**src/rtl/expr_eval_ctrl.sv**
```systemverilog
// Streaming evaluator for ASCII "d(op d)*=" expressions with '+' and '*' ('*' binds tighter).
// Optional macro EXPR_EVAL_MULTI_DIGIT_EN enables multi-digit decimal operands.
module expr_eval_ctrl #(
    parameter int unsigned W = 8
) (
    input  logic         clk,
    input  logic         clr,
    input  logic         in_valid,
    output logic         in_ready,
    input  logic [7:0]   in,
    output logic         res_valid,
    input  logic         res_ready,
    output logic [W-1:0] result,
    output logic         err,
    output logic         ovf
);

    localparam logic [7:0] CH_0    = 8'h30;
    localparam logic [7:0] CH_9    = 8'h39;
    localparam logic [7:0] CH_PLUS = 8'h2B;
    localparam logic [7:0] CH_MUL  = 8'h2A;
    localparam logic [7:0] CH_EQ   = 8'h3D;

    typedef enum logic [1:0] {S_DIG, S_OP, S_ERR, S_OUT} state_t;

    state_t         state;
    logic [W-1:0]   sum;
    logic [W-1:0]   term;
    logic           pend_mul;
    logic           accept;
    logic           is_digit;
    logic [W-1:0]   dval;
    logic [2*W-1:0] eff_full;
    logic [2*W-1:0] sum_full;
    logic [W-1:0]   eff;
    logic           eff_ovf;
    logic           sum_ovf;

    assign in_ready = !res_valid;
    assign accept   = in_valid && in_ready;
    assign is_digit = (in >= CH_0) && (in <= CH_9);
    assign dval     = W'(in[3:0]);

`ifdef EXPR_EVAL_MULTI_DIGIT_EN
    logic [W-1:0]   opnd;
    logic [2*W-1:0] opnd_full;
    logic           opnd_ovf;

    assign opnd_full = {{W{1'b0}}, opnd} * {{W{1'b0}}, W'(10)} + {{W{1'b0}}, dval};
    assign opnd_ovf  = |opnd_full[2*W-1:W];
    // The pending operand is folded into term only when its terminating operator arrives.
    assign eff_full  = pend_mul ? ({{W{1'b0}}, term} * {{W{1'b0}}, opnd})
                                : {{W{1'b0}}, opnd};
`else
    logic [2*W-1:0] dig_prod;
    logic           dig_ovf;

    assign dig_prod = {{W{1'b0}}, term} * {{W{1'b0}}, dval};
    assign dig_ovf  = |dig_prod[2*W-1:W];
    assign eff_full = {{W{1'b0}}, term};
`endif

    assign eff      = eff_full[W-1:0];
    assign eff_ovf  = |eff_full[2*W-1:W];
    assign sum_full = {{W{1'b0}}, sum} + {{W{1'b0}}, eff};
    assign sum_ovf  = |sum_full[2*W-1:W];

    always_ff @(posedge clk or negedge clr) begin
        if (!clr) begin
            state     <= S_DIG;
            sum       <= '0;
            term      <= '0;
            pend_mul  <= 1'b0;
            result    <= '0;
            err       <= 1'b0;
            ovf       <= 1'b0;
            res_valid <= 1'b0;
`ifdef EXPR_EVAL_MULTI_DIGIT_EN
            opnd      <= '0;
`endif
        end else if (state == S_OUT) begin
            if (res_ready) begin
                res_valid <= 1'b0;
                err       <= 1'b0;
                ovf       <= 1'b0;
                sum       <= '0;
                term      <= '0;
                pend_mul  <= 1'b0;
                state     <= S_DIG;
            end
        end else if (accept) begin
            case (state)
                S_DIG: begin
                    if (is_digit) begin
`ifdef EXPR_EVAL_MULTI_DIGIT_EN
                        opnd <= dval;
`else
                        term <= pend_mul ? dig_prod[W-1:0] : dval;
                        ovf  <= ovf | (pend_mul & dig_ovf);
`endif
                        state <= S_OP;
                    end else if (in == CH_EQ) begin
                        result    <= '0;
                        err       <= 1'b1;
                        res_valid <= 1'b1;
                        state     <= S_OUT;
                    end else begin
                        state <= S_ERR;
                    end
                end
                S_OP: begin
                    if (in == CH_PLUS) begin
                        sum      <= sum_full[W-1:0];
                        pend_mul <= 1'b0;
                        ovf      <= ovf | eff_ovf | sum_ovf;
                        state    <= S_DIG;
                    end else if (in == CH_MUL) begin
                        term     <= eff;
                        pend_mul <= 1'b1;
                        ovf      <= ovf | eff_ovf;
                        state    <= S_DIG;
                    end else if (in == CH_EQ) begin
                        result    <= sum_full[W-1:0];
                        ovf       <= ovf | eff_ovf | sum_ovf;
                        err       <= 1'b0;
                        res_valid <= 1'b1;
                        state     <= S_OUT;
`ifdef EXPR_EVAL_MULTI_DIGIT_EN
                    end else if (is_digit) begin
                        opnd <= opnd_full[W-1:0];
                        ovf  <= ovf | opnd_ovf;
`endif
                    end else begin
                        state <= S_ERR;
                    end
                end
                S_ERR: begin
                    if (in == CH_EQ) begin
                        result    <= '0;
                        err       <= 1'b1;
                        res_valid <= 1'b1;
                        state     <= S_OUT;
                    end
                end
                default: state <= S_DIG;
            endcase
        end
    end

endmodule

```
**config.mk**
```make
export PLATFORM = sky130hd
export DESIGN_NAME = expr_eval_ctrl
export DESIGN_NICKNAME = d
export VERILOG_FILES = /design/src/rtl/expr_eval_ctrl.sv
export SDC_FILE = /design/constraint.sdc
export NUM_CORES = 1
export LEC_CHECK = 0
export CORE_ASPECT_RATIO = 1.5
export CORE_MARGIN = 4
export CORE_UTILIZATION = 50
export DETAILED_ROUTE_END_ITERATION = 8
export DONT_BUFFER_PORTS = 1
export GPL_TIMING_DRIVEN = 0
export PLACE_DENSITY = 0.72
export SLEW_MARGIN = 0
export SYNTH_ARGS = -nofsm -noshare
export SYNTH_HDL_FRONTEND = slang
export SYNTH_SLANG_ARGS = --single-unit
```
**constraint.sdc**
```tcl
create_clock -name clk -period 4 [get_ports clk]
set_input_delay 0.8 -clock clk [delete_from_list [all_inputs] [get_ports clk]]
set_output_delay 0.8 -clock clk [all_outputs]
set_load 0.02 [all_outputs]
```
Yosys cells after proc, flatten, opt, wreduce, memory -nomap -nowiden:

Cells that the tools add are included.

* flip-flop bits (word level): 30
* word-level logic and storage cells: 111

* add/sub/neg operators: 1
* multipliers: 1
* $lt $le $gt $ge: 2
* eq/ne operators: 19
* multiplexer cells: 53
* bitwise logic cells: 4
* reduce and logical (&&, ||, !) cells: 23

Operators with widths (number)
* $mux W8: 15
* $mux W1: 26
* $eq A8 B6 Y1 const B: 3
* $pmux W8 S3: 1
* $ne A3 B3 Y1 const B: 6
* $reduce_or A8 Y1: 2
* $mux W2: 7
* $reduce_and A7 Y1: 2
* $mul A8 B4 Y12: 1
* $reduce_and A4 Y1: 3
* $reduce_and A6 Y1: 2
* $ne A2 B2 Y1 const B: 5
* $reduce_bool A2 Y1: 5
* $add A8 B8 Y9: 1
* $reduce_bool A3 Y1: 3
* $ge A8 B6 Y1 const B: 1
* $le A8 B6 Y1 const B: 1
* $ne A4 B4 Y1 const B: 2
* $pmux W1 S3: 2
* $pmux W2 S3: 1
* $eq A2 B2 Y1 const B: 2
* $reduce_bool A4 Y1: 1
* $reduce_and A3 Y1: 1
* $eq A2 B1 Y1 const B: 1
* 7 further kinds: 9

Logic depth before layout (Yosys ltp):

Gate-level depths: netlist (run 1).

* word-level depth: 9
* depth in mapped cells: 12
* depth with buffers taken out: 11

Worst setup path before layout (run 1):

Ideal clock, no wire load.

* path type: input to register
* start point: in in[2]
* end point: reg ovf
* library setup time: 0.135 ns
* arrival time: 3.430 ns
* data required time: 3.865 ns
* setup slack: 0.435 ns
* stages: 12
* path buffers: 1
* path through: clkbuf_1 > nand2_1 > fa_1 > inv_1 > fa_1 > inv_1 > fa_1 > nor2b_1 > o21a_1 > o21a_1 > mux2i_1 > a32oi_1

* cells in the longest elaborated chain, start to end: 8

Ends and longest elaborated chain
* start: declaration: line 10 `input logic [7:0] in,`
* $mul A8 B4 Y12: line 58 `assign dig_prod = {{W{1'b0}}, term} * {{W{1'b0}}, dval};`
* $reduce_or A8 Y1: line 59 `assign dig_ovf = |dig_prod[2*W-1:W];`
* $and A1 B1 Y1: line 99 `ovf <= ovf | (pend_mul & dig_ovf);`
* $or A1 B1 Y1: line 99
* $mux W1: line 94 `if (is_digit) begin`
* $pmux W1 S2: line 92 `case (state)`
* $mux W1: line 91 `end else if (accept) begin`
* $mux W1: line 81 `end else if (state == S_OUT) begin`
* end signal: assignment: line 99
* end signal: assignment: line 115 `ovf <= ovf | eff_ovf | sum_ovf;`
* end signal: assignment: line 120 `ovf <= ovf | eff_ovf;`
* end: declaration: line 15 `output logic ovf`

Several ways; a longest one is shown, not always the timed one. The select of a mux whose other input is x is not followed.
A chain may end at the register's enable or synchronous reset.

Worst setup path after layout (run 1):

* start point: in in[1]
* end point: reg ovf

Same word-level chain as after synthesis.

==> results of run 1 <==
-- cells by family (layout without fill, tap and decap cells) --
| kind of cell | after synthesis | count (layout) |
|---|---|---|
| AO/OA/AOI/OAI | 84 | 84 |
| AND/OR/NAND/NOR | 98 | 98 |
| adder cells (fa/ha/maj) | 41 | 41 |
| multiplexers | 5 | 5 |
| flip-flops | 30 | 30 |
| buffers and inverters | 40 | 47 |
| XOR/XNOR | 9 | 9 |
-- repair_timing --
action,CTS,global route
hold buffers,0,0
gates resized for setup,0,2
endpoints found under the setup margin,0,1
-- synthesized netlist by cell type, types with 3 or more instances --
| master | n |
|---|---|
| a21o_1 | 4 |
| o22ai_1 | 4 |
| ha_1 | 28 |
| nand2b_1 | 3 |
| and2_1 | 15 |
| o21bai_1 | 4 |
| and3_1 | 3 |
| o21a_1 | 4 |
| xor2_1 | 7 |
| a211o_1 | 3 |
| nand2_1 | 52 |
| nor2b_1 | 4 |
| fa_1 | 13 |
| o31ai_2 | 3 |
| buf_2 | 3 |
| mux2i_1 | 5 |
| inv_1 | 29 |
| dfrtp_1 | 30 |
| a211oi_1 | 4 |
| clkbuf_1 | 6 |
| o21ai_0 | 15 |
| o31ai_1 | 10 |
| a21oi_1 | 15 |
| nor4_1 | 3 |
| o211ai_1 | 3 |
| o21ai_1 | 4 |
| nor2_1 | 5 |
-- report_power, final --
| part | switching [W] | internal [W] |
|---|---|---|
| Clock | 0.000105 | 0.000116 |
| Sequential | 0.000182 | 0.000431 |
| Combinational | 0.000709 | 0.000505 |
-- through the flow --
step	utilization [%]	area [µm²]	instances	total power, W	hold WS [ns]
3_5_place_dp	53.96	2830	375	0.001827	0.4737
4_1_cts	55.46	2909	382	0.002061	0.2038
6_report	55.49	2910	382	0.002048	0.2110
3_3_place_gp	53.96	2830	375	0.001792	0.4714
2_1_floorplan	-	2745	307	0.001557	0.4551
5_1_grt	55.49	2910	382	0.002276	0.1992
-- metal layers --
| metal | global-route usage (%) | up-vias | part of all wire (%) |
|---|---|---|---|
| met5 | 0 | - | 0 |
| met4 | 7.044 | 0 | 2.0 |
| met3 | 3.535 | 9 | 4.2 |
| met2 | 35.76 | 54 | 54 |
| met1 | 23.34 | 1053 | 40 |
| li1 | - | 1093 | - |
-- state kept, by name, summed over array words and instances, names as in the netlist --
register	cells
result	8
err	1
res_valid	1
ovf	1
eff	8
pend_mul	1
state	2
sum	8
-- worst max-delay path by stage --
stage | endpoint | slack (ns) | cells after the start
finish | ovf | 0.24 | 12
global route | ovf | 0.03 | 12
CTS | ovf | 0.21 | 12
detailed placement | ovf | -0.07 | 12
global placement | ovf | 0.04 | 12
floorplan | ovf | 0.44 | 12
-- critical path: cells and delay by family --
kind	cells	cell delay [ns]
buf+inv	3	0.46
simple gates	2	0.40
mux	1	0.26
fa+ha+maj	3	1.50
compound gates	3	0.48
-- area by class of cell --
cell class                 instances  area share [%]
buffer                            11           2.107
tap                               68           2.923
clock inverter                     2          0.3439
multi-input combinational        237           62.73
clock buffer                       5           2.365
sequential                        30           25.80
inverter                          29           3.740
==> flow_metrics.env, run 1 <==
export IMPL_synthMuxAreaShare_pct=1.823
export IMPL_ys_seq_elements=30
export IMPL_clock_skew_ns=0.003950
export IMPL_synth_edf_count=0
export IMPL_rsz0062_at_grt="false"
export IMPL_cts_sinks=30
export IMPL_antenna_found_initial=0
export IMPL_crit_slowest_cell="fa_1"
export IMPL_first_iter_violations=64
export IMPL_numCtsBuffers=5
export IMPL_rows=32
export IMPL_critPathMaxStageDelay_ns=0.55
export IMPL_fp_dieH_um=98.75
export IMPL_slew_headroom_pct=53.73
export IMPL_nets=367
export IMPL_grt_pass1_vias=2335
export IMPL_tns_ns=0
export IMPL_yosysTopAreaCellShare_pct=27.35
export IMPL_nFillCells=493
export IMPL_first_pass_iters=4
export IMPL_crit_arrival_ns=3.90
export IMPL_synthToLayoutAreaGrowth_pct=6.016
export IMPL_path_max_fanout=10
export IMPL_vdd_drop_max_uv=475.0
export IMPL_fin_crit_sh_pct=93.97
export IMPL_ys_flop_type="dfrtp_1"
export IMPL_hpwlAfterDp_mm=4.829
export IMPL_synth_top_family_by_area="adder cells"
export IMPL_cp_required_ns=4.14
export IMPL_finalCriticalPeriod_ns=3.759
export IMPL_grt_usage_pct=20.15
export IMPL_cts_setup_buffers=0
export IMPL_cts_max_path_buffers=2
export IMPL_avgViaCountPerCell=5.783
export IMPL_n_antenna_cell=0
export IMPL_die_area_um2=6764
export IMPL_fmax_ghz=0.2661
export IMPL_synth_area_top_cells="dfrtp_1 (27%), ha_1 (13%), fa_1 (9.5%), nand2_1 (7.1%), inv_1 (4.0%)"
export IMPL_drive_gt1_share_pct=7.325
export IMPL_setup_ws_ns=0.2414
export IMPL_dp_slack_ns=-0.07017
export IMPL_synthCells=307
export IMPL_die_w_um=68.50
export IMPL_final_cell_mix="nand2_1 (52), dfrtp_1 (30), inv_1 (29), ha_1 (28)"
export IMPL_register_area_um2=750.7
export IMPL_drv_cap=0
export IMPL_rr_worst_depth=11
export IMPL_root_buffer="clkbuf_8"
export IMPL_path_clk_slew_ns=0.06
export IMPL_syn_avg_cell_area_um2=8.942
export IMPL_gr_total_overflow=0
export IMPL_synth_cell_types=48
export IMPL_timing_rr_start="eff[1]"
export IMPL_clk_latency_ns=0.28
export IMPL_port_buffers=0
export IMPL_ant_nets=0
export IMPL_gp_congestion=0.8549
export IMPL_leakage_nw=1.410
export IMPL_path_cells="clkbuf_1 -> nand2_1 -> fa_1 -> inv_1 -> fa_1 -> inv_1 -> fa_1 -> nor2b_1 -> o21a_1 -> o21a_1 -> mux2i_1 -> a32oi_1"
export IMPL_vias=2209
export IMPL_mappedNetlistArea_um2=2745
export IMPL_start_util_pct=52.34
export IMPL_drc=0
export IMPL_drt_total_wl_mm=5.899
export IMPL_setup_violations=0
export IMPL_startpoint="in[1]"
export IMPL_yosys_warnings=0
export IMPL_grt_pass1_wl_mm=10.57
export IMPL_grt_max_degree=31
export IMPL_cts_tree="built"
export IMPL_regToRegSetupSlack_ns=0.65
export IMPL_ys_seq_area_share_pct=27.35
export IMPL_hold_viol_final=0
export IMPL_status="finished clean"
export IMPL_synthAdderAreaFrac_pct=22.24
export IMPL_synth_compound_area_share_pct=21.65
export IMPL_multi_input_area_um2=1826
export IMPL_layout_commonest_cell="nand2_1"
export IMPL_startpoint_type="input pin"
export IMPL_synth_xor_area_share_pct=2.871
export IMPL_core_area_um2=5245
export IMPL_hold_path_class="input pin to async pin"
export IMPL_cts_htree_levels=2
export IMPL_r2r_end="ovf"
export IMPL_yosys_area_share_simple_pct=17.91
export IMPL_timing_critical_path_mode_cell="fa_1"
export IMPL_endpoint_kind="flip-flop"
export IMPL_synth_top_area_cell="dfrtp_1"
export IMPL_tightest_slew_ns=0.6941
export IMPL_criticalPathCategory="input pin to flip-flop"
export IMPL_drv_slew=0
export IMPL_powerDensity_nw_per_um2=703.8
export IMPL_synth_nets=360
export IMPL_ys_async_sr_fraction_pct=100.0
export IMPL_post_drt_wl_per_cell_um=15.44
export IMPL_pin_count=24
Note: power is estimated with default switching activity, not from simulation.
==> run 2, diff against run 1 <==
==> constraint.sdc (replaced) <==
create_clock -name clk -period 4 [get_ports clk]
set_input_delay 0.2 -clock clk [delete_from_list [all_inputs] [get_ports clk]]
set_output_delay 0.2 -clock clk [all_outputs]
set_load 0.02 [all_outputs]
==> flow_metrics.env, run 2 (same netlist as run 1, synthesis figures left out) <==
export IMPL_finish_instance_area_um2=2939
export IMPL_vias=2211
export IMPL_drv_slew=0
export IMPL_grt_usage_pct=20.20
export IMPL_min_from="res_ready"
export IMPL_port_buffers=0
export IMPL_die_w_um=68.50
export IMPL_synthToLayoutAreaGrowth_pct=7.065
export IMPL_placed_area_um2=2830
export IMPL_hold_end="res_valid"
export IMPL_tightest_slew_ns=0.6850
export IMPL_startpoint_type="flip-flop"
export IMPL_setup_violations=0
export IMPL_rsz0062_at_grt="false"
export IMPL_clock_skew_ns=0.004043
export IMPL_start_util_pct=52.34
export IMPL_clk_latency_ns=0.28
export IMPL_drv_cap=0
export IMPL_dp_slack_ns=0.5298
export IMPL_drive_gt1_share_pct=7.278
export IMPL_nets=369
export IMPL_hpwlAfterDp_mm=4.829
export IMPL_die_area_um2=6764
export IMPL_register_area_um2=750.7
export IMPL_ant_nets=0
export IMPL_status="finished clean"
export IMPL_timing_critical_path_mode_cell="fa_1"
export IMPL_timing_rr_start="eff[1]"
export IMPL_fmax_ghz=0.2973
export IMPL_cts_tree="built"
export IMPL_cts_max_path_buffers=2
export IMPL_root_buffer="clkbuf_8"
export IMPL_critPathMaxStageDelay_ns=0.55
export IMPL_layout_commonest_cell="nand2_1"
export IMPL_crit_slowest_cell="fa_1"
export IMPL_finalCriticalPeriod_ns=3.364
export IMPL_leakage_nw=1.420
export IMPL_tns_ns=0
export IMPL_crit_arrival_ns=3.51
export IMPL_nFillCells=491
export IMPL_setup_ws_ns=0.6364
export IMPL_hold_path_class="input pin to flip-flop"
export IMPL_holdPathStages=1
export IMPL_final_cell_mix="nand2_1 (52), dfrtp_1 (30), inv_1 (29), ha_1 (28)"
export IMPL_cts_htree_levels=2
export IMPL_dpl_cell_count=375
export IMPL_drc=0
export IMPL_final_cells=384
export IMPL_drt_total_wl_mm=5.881
export IMPL_cts_sinks=30
export IMPL_grt_max_degree=31
export IMPL_fp_dieH_um=98.75
export IMPL_pin_count=24
export IMPL_endpoint_kind="flip-flop"
export IMPL_startpoint="eff[1]"
export IMPL_hold_viol_final=0
export IMPL_regToRegSetupSlack_ns=0.64
export IMPL_slew_headroom_pct=54.33
export IMPL_criticalPathCategory="flip-flop to flip-flop"
export IMPL_cts_setup_buffers=0
export IMPL_vdd_drop_max_uv=475.8
export IMPL_core_area_um2=5245
export IMPL_numCtsBuffers=5
export IMPL_grt_pass1_vias=2344
export IMPL_fin_crit_sh_pct=84.09
export IMPL_path_max_fanout=7
export IMPL_path_clk_slew_ns=0.06
export IMPL_gp_congestion=0.8549
export IMPL_r2r_end="ovf"
export IMPL_n_antenna_cell=0
export IMPL_avgViaCountPerCell=5.758
export IMPL_powerDensity_nw_per_um2=699.3
export IMPL_gr_total_overflow=0
export IMPL_grt_pass1_wl_mm=10.61
export IMPL_cp_required_ns=4.14
export IMPL_path_cells="nand2_1 -> fa_1 -> inv_1 -> fa_1 -> inv_1 -> fa_1 -> nor2b_1 -> o21a_1 -> o21a_1 -> mux2i_1 -> a32oi_1"
export IMPL_first_pass_iters=4
export IMPL_rr_worst_depth=11
export IMPL_rows=32
export IMPL_antenna_found_initial=0
export IMPL_post_drt_wl_per_cell_um=15.32
export IMPL_final_util_pct=56.04
export IMPL_multi_input_area_um2=1826
export IMPL_first_iter_violations=70
run 2: power breakdown:
part	switching, W	internal (W)	total (W)	leakage, nW
clock network	0.000103	0.000116	0.000219	0.0438
logic	0.000714	0.000508	0.00122	0.986
registers	0.000183	0.000431	0.000614	0.390
total	0.00100	0.00105	0.00206	1.42
run 2: how the worst max path moves through the flow:
stage	slack, ns	cells past startpoint	endpoint
finish	0.64	11	ovf
global route	0.41	11	ovf
CTS	0.62	11	ovf
floorplan	1.04	12	ovf
global placement	0.64	12	ovf
detailed placement	0.53	12	ovf
run 2: area by class of cell:
cell class | count | share of cell area, %
Buffer | 11 | 2.043
Clock buffer | 5 | 2.341
Clock inverter | 2 | 0.3406
Inverter | 29 | 3.704
Multi-Input combinational cell | 237 | 62.11
Sequential cell | 30 | 25.54
Tap cell | 68 | 2.895
Timing Repair Buffer | 2 | 1.022
run 2: per-stage QoR:
| step | total power, W | hold WS, ns |
|---|---|---|
| global placement | 0.001792 | -0.09500 |
| finish | 0.002055 | 0.01844 |
| floorplan | 0.001557 | -0.09559 |
| global route | 0.002286 | 0.01092 |
| CTS | 0.002070 | 0.007284 |
| detailed placement | 0.001827 | -0.09511 |
run 2: timing repair:
item                                   CTS  global route
hold buffers                             2             0
endpoints found under the hold margin   30             0
gates resized for setup                  0             0
run 2: critical path, delay by kind of cell (launching register included):
| kind | cells | cell delay [ns] |
|---|---|---|
| buffers and inverters | 2 | 0.12 |
| AOI/OAI and AO/OA | 3 | 0.48 |
| DFF | 1 | 0.46 |
| muxes | 1 | 0.26 |
| adders and majority gates | 3 | 1.52 |
| and+or+nand+nor | 2 | 0.38 |
run 2: per-layer routing:
layer  wire, µm  up-vias  GRT usage (%)
met2       3186       46          35.84
met5          0        -              0
met4        116        0          7.044
li1           -     1099              -
met3        226        9          3.535
met1       2351     1057          23.42
==> run 3, diff against run 2 <==
ABC_AREA = 1   (was unset)
PLACE_DENSITY = 0.75   (was 0.72)
clock period = 2.8 ns   (was 4 ns; I/O delays follow)
==> flow_metrics.env, run 3 <==
export IMPL_synth_top_family_by_area="simple AND/OR/NAND/NOR gates"
export IMPL_criticalPathCategory="flip-flop to flip-flop"
export IMPL_mappedNetlistArea_um2=2983
export IMPL_ys_async_sr_fraction_pct=100.0
export IMPL_synth_top_area_cell="dfrtp_1"
export IMPL_grt_max_degree=31
export IMPL_first_pass_iters=4
export IMPL_post_drt_wl_per_cell_um=13.36
export IMPL_fp_dieH_um=102.6
export IMPL_yosys_warnings=0
export IMPL_synth_cell_types=36
export IMPL_synth_nets=480
export IMPL_drt_total_wl_mm=7.039
export IMPL_tightest_slew_ns=0.6380
export IMPL_placed_area_um2=3122
export IMPL_drv_slew=0
export IMPL_vias=2745
export IMPL_synthToLayoutAreaGrowth_pct=17.53
export IMPL_leakage_nw=1.925
export IMPL_yosysMostFrequentCell="nand2_1"
export IMPL_grt_usage_pct=20.18
export IMPL_ys_seq_elements=30
export IMPL_cts_tree="built"
export IMPL_cts_sinks=30
export IMPL_synth_area_top_cells="dfrtp_1 (25%), nand2_1 (17%), ha_1 (12%), inv_1 (9.4%), fa_1 (8.7%)"
export IMPL_regToRegSetupSlack_ns=-0.23
export IMPL_synthCells=427
export IMPL_rows=34
export IMPL_finish_instance_area_um2=3506
export IMPL_clock_skew_ns=0.003331
export IMPL_ys_seq_area_share_pct=25.17
export IMPL_start_util_pct=51.56
export IMPL_hold_path_class="input pin to flip-flop"
export IMPL_syn_avg_cell_area_um2=6.986
export IMPL_synthTopCellsByCount="nand2_1 (133), inv_1 (75), nor2_1 (35)"
export IMPL_drv_cap=0
export IMPL_ys_flop_type="dfrtp_1"
export IMPL_pin_count=24
export IMPL_power_w=0.004273
export IMPL_hpwlAfterDp_mm=5.349
export IMPL_path_clk_slew_ns=0.06
export IMPL_yosys_area_share_simple_pct=28.65
export IMPL_nets=507
export IMPL_cts_max_path_buffers=2
export IMPL_synth_edf_count=0
export IMPL_synthMuxAreaShare_pct=0
export IMPL_cts_htree_levels=2
export IMPL_finalCriticalPeriod_ns=3.026
export IMPL_ant_nets=0
export IMPL_fin_crit_sh_pct=108.1
export IMPL_clk_latency_ns=0.28
export IMPL_first_iter_violations=121
export IMPL_die_area_um2=7291
export IMPL_setup_violations=3
export IMPL_status="finished with violations"
export IMPL_drc=0
export IMPL_violations="setup timing"
export IMPL_antenna_found_initial=0
export IMPL_hold_viol_final=0
export IMPL_endpoint_kind="flip-flop"
export IMPL_path_max_fanout=5
export IMPL_layout_commonest_cell="nand2_1"
export IMPL_n_antenna_cell=0
export IMPL_powerDensity_nw_per_um2=1219
export IMPL_gp_congestion=0.8579
export IMPL_slew_headroom_pct=57.08
export IMPL_avgViaCountPerCell=5.209
export IMPL_die_w_um=71.07
export IMPL_port_buffers=0
export IMPL_vdd_drop_max_uv=763.3
export IMPL_gr_total_overflow=0
export IMPL_crit_arrival_ns=3.19
export IMPL_root_buffer="clkbuf_8"
export IMPL_synthAdderAreaFrac_pct=20.47
export IMPL_grt_pass1_wl_mm=11.90
export IMPL_fmax_ghz=0.3305
export IMPL_numCtsBuffers=5
export IMPL_cp_required_ns=2.97
export IMPL_rsz0062_at_grt="true"
export IMPL_core_area_um2=5786
export IMPL_drive_gt1_share_pct=18.68
export IMPL_startpoint_type="flip-flop"
export IMPL_synth_xor_area_share_pct=1.762
export IMPL_setup_ws_ns=-0.2259
export IMPL_final_cell_mix="nand2_1 (124), inv_1 (70), nor2_1 (32), ha_1 (24)"
export IMPL_yosysTopAreaCellShare_pct=25.17
export IMPL_grt_pass1_vias=2764
export IMPL_synth_compound_area_share_pct=12.00
==> run 3: changes by cell type after synthesis, sizes merged, moves of 5 or more <==
cell	delta
nor2	+31
nand2	+85
o31ai	-12
mux2i	-5
inv	+48
nand3	+19
a21oi	+13
and2	-16
==> run 3: logic make-up (layout without fill, tap and decap cells) <==
group / after synthesis / count (layout)
simple gates: 203 / 203
buf+inv: 86 / 114
compound gates: 61 / 61
fa+ha+maj: 41 / 41
flops: 30 / 30
xor+xnor: 6 / 6
==> run 3: final cells by class <==
cell class                      count  area (µm²)
Fill cell                         530        2280
Multi-Input combinational cell    311        2024
Sequential cell                    30       759.5
Inverter                           78       292.8
Timing Repair Buffer               20       168.9
Tap cell                           72       90.09
Clock buffer                        7       76.32
Buffer                              8       63.81
Clock inverter                      1       30.03
==> run 3: where the power goes <==
group          total, W  switching [W]  internal [W]
Clock          0.000421       0.000155      0.000266
Combinational   0.00298        0.00174       0.00124
Sequential     0.000870       0.000246      0.000624
==> run 3: stage by stage <==
step | hold slack, ns | util, % | cells | setup WS (ns) | setup TNS (ns)
floorplan | -0.1556 | - | 427 | -0.01584 | -0.01584
global placement | -0.1550 | 53.96 | 499 | -0.3132 | -0.5975
detailed placement | -0.1550 | 53.96 | 499 | -0.3848 | -0.8087
CTS | 0.07263 | 58.89 | 524 | -0.1985 | -0.3156
global route | 0.09123 | 60.60 | 527 | -0.3817 | -0.9139
finish | 0.07489 | 60.60 | 527 | -0.2259 | -0.4273
==> run 3: final timing paths <==
path                           start   endpoint  cells after the start
max                           eff[2]        ovf                     18
max reg2reg                   eff[2]        ovf                     18
min reg2reg                   sum[3]     sum[3]                      2
min in group asynchronous        clr     sum[2]                      2
min                        res_ready  res_valid                      2
max in group asynchronous        clr     eff[5]                      2
==> run 3: what timing repair did <==
action	in CTS	in global routing
resized for setup	13	19
endpoints found under the hold margin	30	0
setup buffers	15	3
pin swaps	5	11
endpoints found under the setup margin	3	3
hold buffers	2	0
==> run 3: routing by layer <==
| layer | up-vias | GRT usage, % | wire length, µm |
|---|---|---|---|
| met1 | 1302 | 20.84 | 2710 |
| met5 | - | 0 | 0 |
| met2 | 44 | 39.17 | 3953 |
| met4 | 0 | 9.986 | 204 |
| li1 | 1385 | - | - |
| met3 | 14 | 2.927 | 170 |
==> run 3: critical path, stage by stage (launching register included) <==
cell      delay (ns)
dfrtp_2         0.45
nand2_2         0.08
inv_2           0.04
fa_1            0.52
inv_1           0.05
fa_1            0.49
inv_2           0.05
ha_4            0.24
or2_4           0.26
nand3_4         0.09
nand3b_1        0.08
nand2_1         0.08
nand2_1         0.05
nor2_1          0.09
nand2_1         0.11
nand2_1         0.08
nand2_1         0.05
nand2_1         0.08
a21oi_2         0.05
